===== src/rtl/multicycle_control_unit.sv =====
// Multi-cycle fetch/decode/exec/writeback controller: owns the PC, fetches over
// a req/ack handshake and drives register-bank, ALU and stack controls.
module multicycle_control_unit #(
    parameter int              PC_W     = 32,
    parameter logic [PC_W-1:0] RESET_PC = '0
) (
    input  logic            clock,
    input  logic            reset,
    output logic            imem_req,
    output logic [PC_W-1:0] imem_addr,
    input  logic            imem_ack,
    input  logic [31:0]     imem_data,
    input  logic            zero,
    output logic [4:0]      rs,
    output logic [4:0]      rt,
    output logic [4:0]      rd,
    output logic [3:0]      alu_op,
    output logic            alu_src_imm,
    output logic [31:0]     imm,
    output logic            reg_write,
    output logic            nop,
    output logic [1:0]      stack_op,
    output logic            jal,
    output logic [PC_W-1:0] pc,
    output logic [31:0]     retired,
    output logic            halted
);

    typedef enum logic [2:0] {
        S_FETCH,
        S_DECODE,
        S_EXEC,
        S_WB,
        S_HALT
    } state_t;

    localparam logic [5:0] OP_RTYPE = 6'b000000;
    localparam logic [5:0] OP_ADDI  = 6'b001000;
    localparam logic [5:0] OP_BEQ   = 6'b000100;
    localparam logic [5:0] OP_J     = 6'b000010;
    localparam logic [5:0] OP_JAL   = 6'b000011;
    localparam logic [5:0] OP_PUSH  = 6'b111000;
    localparam logic [5:0] OP_POP   = 6'b111001;
    localparam logic [5:0] OP_HALT  = 6'b111111;

    state_t          r_state;
    state_t          w_state_nxt;
    logic [PC_W-1:0] r_pc;
    logic [31:0]     r_ir;
    logic [31:0]     r_retired;

    logic [5:0]      w_op;
    logic            w_is_r;
    logic            w_is_addi;
    logic            w_is_beq;
    logic            w_is_j;
    logic            w_is_jal;
    logic            w_is_push;
    logic            w_is_pop;
    logic            w_is_halt;
    logic            w_fetch;
    logic [PC_W-1:0] w_br_off;
    logic [PC_W-1:0] w_jmp_tgt;

    // Decode straight from the latched IR; an all-zero IR is R-type shaped but is a NOP.
    assign w_op      = r_ir[31:26];
    assign w_is_r    = (w_op == OP_RTYPE) && (r_ir != 32'd0);
    assign w_is_addi = (w_op == OP_ADDI);
    assign w_is_beq  = (w_op == OP_BEQ);
    assign w_is_j    = (w_op == OP_J);
    assign w_is_jal  = (w_op == OP_JAL);
    assign w_is_push = (w_op == OP_PUSH);
    assign w_is_pop  = (w_op == OP_POP);
    assign w_is_halt = (w_op == OP_HALT);

    assign rs          = r_ir[25:21];
    assign rt          = r_ir[20:16];
    assign rd          = r_ir[15:11];
    assign imm         = {{16{r_ir[15]}}, r_ir[15:0]};
    assign alu_src_imm = w_is_addi;
    assign nop         = !(w_is_r || w_is_addi || w_is_beq || w_is_j || w_is_jal ||
                           w_is_push || w_is_pop || w_is_halt);

    // Branch offset is imm in words; jump target keeps the upper PC nibble of pc+4.
    assign w_br_off  = {{(PC_W-18){r_ir[15]}}, r_ir[15:0], 2'b00};
    assign w_jmp_tgt = {r_pc[PC_W-1:28], r_ir[25:0], 2'b00};

    always_comb begin
        alu_op = 4'b0000;
        if (w_is_r)
            alu_op = r_ir[3:0];
        else if (w_is_addi)
            alu_op = 4'b0010;
        else if (w_is_beq)
            alu_op = 4'b0110;
    end

    always_comb begin
        w_state_nxt = r_state;
        w_fetch     = 1'b0;
        reg_write   = 1'b0;
        jal         = 1'b0;
        stack_op    = 2'b00;
        halted      = 1'b0;
        case (r_state)
            S_FETCH: begin
                w_fetch = 1'b1;
                if (imem_ack)
                    w_state_nxt = S_DECODE;
            end
            S_DECODE: w_state_nxt = w_is_halt ? S_HALT : S_EXEC;
            S_EXEC:   w_state_nxt = S_WB;
            S_WB: begin
                reg_write   = w_is_r || w_is_addi || w_is_pop || w_is_jal;
                jal         = w_is_jal;
                stack_op    = w_is_push ? 2'b01 : (w_is_pop ? 2'b10 : 2'b00);
                w_state_nxt = S_FETCH;
            end
            S_HALT:   halted = 1'b1;
            default:  w_state_nxt = S_FETCH;
        endcase
    end

    // Gating with reset drops the request in the same cycle reset is asserted.
    assign imem_req  = w_fetch && !reset;
    assign imem_addr = r_pc;
    assign pc        = r_pc;
    assign retired   = r_retired;

    always_ff @(posedge clock or posedge reset) begin
        if (reset) begin
            r_state   <= S_FETCH;
            r_pc      <= RESET_PC;
            r_ir      <= 32'd0;
            r_retired <= 32'd0;
        end else begin
            r_state <= w_state_nxt;
            if (r_state == S_FETCH && imem_ack) begin
                r_ir <= imem_data;
                r_pc <= r_pc + PC_W'(4);
            end
            if (r_state == S_EXEC) begin
                if (w_is_beq && zero)
                    r_pc <= r_pc + w_br_off;
                else if (w_is_j || w_is_jal)
                    r_pc <= w_jmp_tgt;
            end
            if (r_state == S_WB)
                r_retired <= r_retired + 32'd1;
        end
    end

endmodule


===== config.mk =====
export PLATFORM = sky130hd
export DESIGN_NAME = multicycle_control_unit
export DESIGN_NICKNAME = d
export VERILOG_FILES = /design/src/rtl/multicycle_control_unit.sv
export SDC_FILE = /design/constraint.sdc
export NUM_CORES = 1
export LEC_CHECK = 0
export ABC_CLOCK_PERIOD_IN_PS = 5400
export CELL_PAD_IN_SITES_DETAIL_PLACEMENT = 1
export CELL_PAD_IN_SITES_GLOBAL_PLACEMENT = 2
export CORE_MARGIN = 4
export CORE_UTILIZATION = 31
export DETAILED_ROUTE_END_ITERATION = 8
export GPL_TIMING_DRIVEN = 0
export PLACE_DENSITY_LB_ADDON = 0.2
export REMOVE_ABC_BUFFERS = 1
export SYNTH_ARGS = -nofsm -noshare
export SYNTH_HDL_FRONTEND = slang
export SYNTH_SLANG_ARGS = --single-unit

===== constraint.sdc =====
create_clock -name clock -period 5.4 [get_ports clock]
set_clock_uncertainty 0.1 [all_clocks]
set_input_delay 0.54 -clock clock [delete_from_list [all_inputs] [get_ports clock]]
set_output_delay 0.54 -clock clock [all_outputs]
set_load 0.01 [all_outputs]

### After elaboration in Yosys (flattened, before gate mapping)

Index checks and enable logic that the tools add are counted.

| word-level totals | value |
|---|---|
| input port bits | 36 |
| flip-flop bits (word level) | 99 |
| output and inout bits | 155 |
| logic and storage cells | 59 |

| cells by class | value |
|---|---|
| mux-type cells | 17 |
| reduce and logical (&&, ||, !) cells | 20 |
| add/sub/neg operators | 3 |
| eq/ne operators | 13 |
| bitwise logic cells | 1 |

Operators with widths:

| kind | count |
|---|---|
| $mux W32 | 4 |
| $add A32 B1 Y32 const B | 1 |
| $add A32 B3 Y32 const B | 1 |
| $add A32 B32 Y32 | 1 |
| $reduce_bool A32 Y1 | 1 |
| $eq A6 B6 Y1 const B | 3 |
| $eq A6 B2 Y1 const B | 2 |
| $mux W3 | 4 |
| $pmux W3 S4 | 1 |
| $logic_or A1 B1 Y1 | 10 |
| $eq A3 B2 Y1 const B | 2 |
| $eq A6 B3 Y1 const B | 1 |
| $eq A6 B4 Y1 const B | 1 |
| $logic_not A6 Y1 | 1 |
| $mux W2 | 3 |
| $logic_and A1 B1 Y1 | 4 |
| $mux W1 | 4 |
| $mux W4 | 1 |
| $eq A3 B1 Y1 const B | 1 |
| $eq A3 B3 Y1 const B | 1 |
| $logic_not A3 Y1 | 1 |
| $ne A3 B3 Y1 const B | 1 |
| $logic_not A1 Y1 | 2 |
| $ne A2 B2 Y1 const B | 1 |
| 2 further kinds | 2 |

### Depth between registers and ports, before layout

| logic depth | value |
|---|---|
| word-level depth | 10 |
| mapped depth | 10 |

### Least setup slack after synthesis

Ideal clock, no wire load.

| timing | value |
|---|---|
| path kind | register to register |
| from | reg r_ir[15] |
| to | reg r_pc[29], in the netlist imem_addr[29] |
| setup slack | 2.485 ns |
| arrival time | 2.674 ns |
| required time | 5.159 ns |
| setup time | 0.141 ns |
| period minus slack after synthesis | 2.915 ns |
| buffers on the path | 1 |
| stages on the path, launching flop included | 11 |
| path through | dfrtp_1 ha_1 clkbuf_1 a41oi_1 o21ai_0 a31oi_1 nor2_1 a211o_1 a21oi_1 xor2_1 o221ai_1 |

| on the way | value |
|---|---|
| longest elaborated chain between the ends | 3 |

RTL lines:

| what | line | RTL |
|---|---|---|
| start, declared | 49 | `logic [31:0] r_ir;` |
| start signal, assigned | 139 | `r_ir <= imem_data;` |
| $add A32 B32 Y32 | 144 | `r_pc <= r_pc + w_br_off;` |
| $mux W32 | 143 | `if (w_is_beq && zero)` |
| $mux W32 | 142 | `if (r_state == S_EXEC) begin` |
| end signal, assigned | 140 | `r_pc <= r_pc + PC_W'(4);` |
| end signal, assigned | 144 |  |
| end signal, assigned | 146 | `r_pc <= w_jmp_tgt;` |
| end, declared | 48 | `logic [PC_W-1:0] r_pc;` |

Every way passes these cells.
A chain may end at the register's enable or synchronous reset.

### Worst setup path in the final report

| timing | value |
|---|---|
| from | reg r_ir[15] |
| to | out reg_write |

| on the way | value |
|---|---|
| longest elaborated chain between the ends | 6 |

RTL lines:

| what | line | RTL |
|---|---|---|
| $reduce_bool A32 Y1 | 67 | `assign w_is_r = (w_op == OP_RTYPE) && (r_ir != 32'd0);` |
| $logic_and A1 B1 Y1 | 67 |  |
| $logic_or A1 B1 Y1 (3 in series) | 114 | `reg_write = w_is_r \|\| w_is_addi \|\| w_is_pop \|\| w_is_jal;` |
| $mux W1 | 105 | `case (r_state)` |
| end, declared | 20 | `output logic reg_write,` |

Every way passes these cells.

==> reports/summary.txt <==
met1 GRT Util: 24.9%
unrepaired setup endpoints after global routing: no
final worst-path cycle share: 72.3%
# port buffers: 186
filler cell count in the final layout: 2377
Gate Count Post-Synth: 733
first-pass GRT wire length: 35400 um
Arrival @ worst endpoint: 3.27 ns
Max IR drop VDD: 0.227 mV
CP Capture Type: output port
final total power: 5.22 mW
via/cell ratio: 5.26
Post-synth EDFFs: 0
setup bufs post-CTS: 0
clk slew on worst S/H paths: 0.08 ns
ys flop type: dfrtp_1
Least-Margin Pin Slew: 1.38 ns
share of cells above drive strength 1: 7.12%
post-route insts no fill: 1118
LEAKAGE: 3.63 nW
Crit Path Class: flip-flop to output port
CTS Root Cell: clkbuf_16
Rows: 53
Antenna Nets Post-Route: 0
GP Congestion: 0.833
initial antenna violation count: 0
endpoints failing hold: 0
met2 Use GR: 29.5%
Slew HR: 7.43%
pin count of the biggest net entering global routing: 57
PwrDens: 599 nW/um^2
H-tree depth: 3
post-DP HPWL: 17000 um
fin crit period: 3.91 ns
cts hold-fix bufs: 0
DR WL/cell: 19.8 um
status: finished, final reports clean
CTS Sinks: 97
# IOs: 191
drt drc: 0
CP max FO: 38
top cell type's share of synthesized area: 35.8%
DRC marker count from the first detailed-route iteration: 191
GR Util met3: 3.44%
most used routing layer: met2
Area growth syn-to-layout: 28.4%
via count: 5881
GRT Total Usage: 18.2%
FF+latch count, synth: 97
Synth async-reset ratio: 100%
post_cts resized: 0
Pins Over Slew Limit: 0
first-pass detailed-route iteration total: 4
gr ovfl total: 0
top cells by area, synth: dfrtp_1 (36%), buf_4 (9.0%), xnor2_1 (5.9%)
placed insts: 1102
final net count: 906
achievable clock frequency: 256 MHz
CTS tree: done
synth unique cells: 55
Yosys warning count: 0
syn avg cell area: 9.26 um^2
vias in the first global route: 6345
Clock Latency Late Sink: 0.37 ns
Die Wd: 156 um
largest buffer count on any clock path: 2
CP required: 4.76 ns
Max-Cap Viols: 0
chip height: 156 um
largest area contributor in the netlist: dfrtp_1
Initial Utilization: 31.9%
die area: 24300 um^2
endpoints failing setup: 0
Netlist Area Pre-Place: 6790 um^2
hold crit path type: flip-flop to flip-flop
Antenna diodes: 0
cts bufs inserted: 9
post-synthesis sequential area ratio: 35.8%
WL final: 22200 um
core area: 21300 um^2
Setup crit start kind: flip-flop
routing by layer:
| metal | vias up | routed length [um] |
|---|---|---|
| li1 | 2762 | - |
| met1 | 2933 | 10600 |
| met2 | 167 | 10200 |
| met3 | 19 | 1010 |
| met4 | 0 | 319 |
| met5 | - | 0 |
registers in the layout (all words and copies together), names as in the netlist:
register,count
r_state,3
imem_addr,30
r_ir,32
retired,32
cells by family (layout without fill, tap and decap cells):
group,after synthesis,after routing,synth area share [%]
AND/OR/NAND/NOR,231,231,17.9
other,1,4,0.0552
buffers and inverters,113,220,10.7
XOR/XNOR,77,77,9.94
AO/OA/AOI/OAI,148,148,14.0
flip-flops,97,97,35.8
multiplexers,34,34,5.55
adder cells (fa/ha/maj),32,32,6.01
layout make-up:
cell class	instances	area, um^2	share of cell area, %
clock buffers	9	225	2.59
well taps	275	344	3.95
multi-input cells	526	3650	41.9
clock inverters	7	78.8	0.905
flip-flops and latches	97	2430	27.9
inverters	13	51.3	0.589
repair buffers	191	1940	22.2
cells in the mapped netlist (all sizes together) (2+ instances only):
master / count
mux2i: 5
a22oi: 15
o21bai: 4
nand4: 12
buf: 82
clkbuf: 18
o21ai: 28
a211oi: 3
o31ai: 2
a21o: 14
nor3: 18
a211o: 2
and3: 21
and4: 8
nand3b: 4
a21oi: 35
a32oi: 2
and2: 9
dfrtp: 97
nor2: 40
nor4: 10
ha: 31
o221ai: 3
inv: 13
nor2b: 4
nor3b: 4
nand2: 58
o22ai: 15
nand2b: 2
a31oi: 6
mux2: 29
or3: 4
o21a: 6
nand3: 32
a41oi: 5
xnor2: 46
or2: 3
xor2: 31
placed cells by master, fill, tap and decap left out, types with 4 or more instances in the layout:
master,count
dfrtp_1,97
a22oi_1,15
inv_1,12
nor2_1,40
ha_1,31
a41oi_1,5
mux2i_1,5
and3_1,21
nor3_1,16
o22ai_1,15
mux2_2,29
conb_1,4
and4_1,8
o21a_1,6
and2_1,9
a31oi_1,6
nor4_1,10
o21bai_1,4
nand3_1,32
clkbuf_16,9
a21oi_1,35
nand3b_1,4
nand4_1,11
nor2b_1,4
xnor2_1,46
nand2_1,58
xor2_1,31
a21o_1,14
o21ai_0,28
clkdlybuf4s50_1,186
worst max-delay path: stages, from the launching register on:
cell             delay, ns
dfrtp_1               0.86
nor4_1                0.41
nand4_1               0.27
o211ai_1              0.49
inv_1                 0.13
o21ai_0               0.18
nand2_1               0.08
clkdlybuf4s50_1       0.48
path summary, 6_finish.rpt:
path,from,to,slack [ns],cells after the start
max in group asynchronous,reset,imem_addr[14],3.98,3
worst max register to register,r_state[1],imem_addr[26],1.66,10
worst min-delay path,retired[7],retired[7],0.39,1
worst min register to register,retired[7],retired[7],0.39,1
min in group asynchronous,reset,r_ir[21],0.52,2
worst max-delay path,r_ir[15],reg_write,1.49,7
stage by stage:
step	instance area [um^2]	setup WS, ns	hold slack (ns)	setup TNS, ns	util (%)
floorplan	6120	1.59	0.407	0	-
global placement	8320	-0.547	0.373	-1.26	39.1
detailed placement	8410	1.26	0.388	0	39.5
CTS	8710	1.46	0.402	0	40.9
global route	8710	1.21	0.410	0	40.9
finish	8710	1.49	0.394	0	40.9
report_power, final:
part	switching [mW]	internal (mW)	leakage, nW
registers	0.507	0.966	1.24
logic	1.50	1.57	2.25
clock network	0.346	0.330	0.148
total	2.36	2.86	3.63
Power figures use the tool's default switching activity.
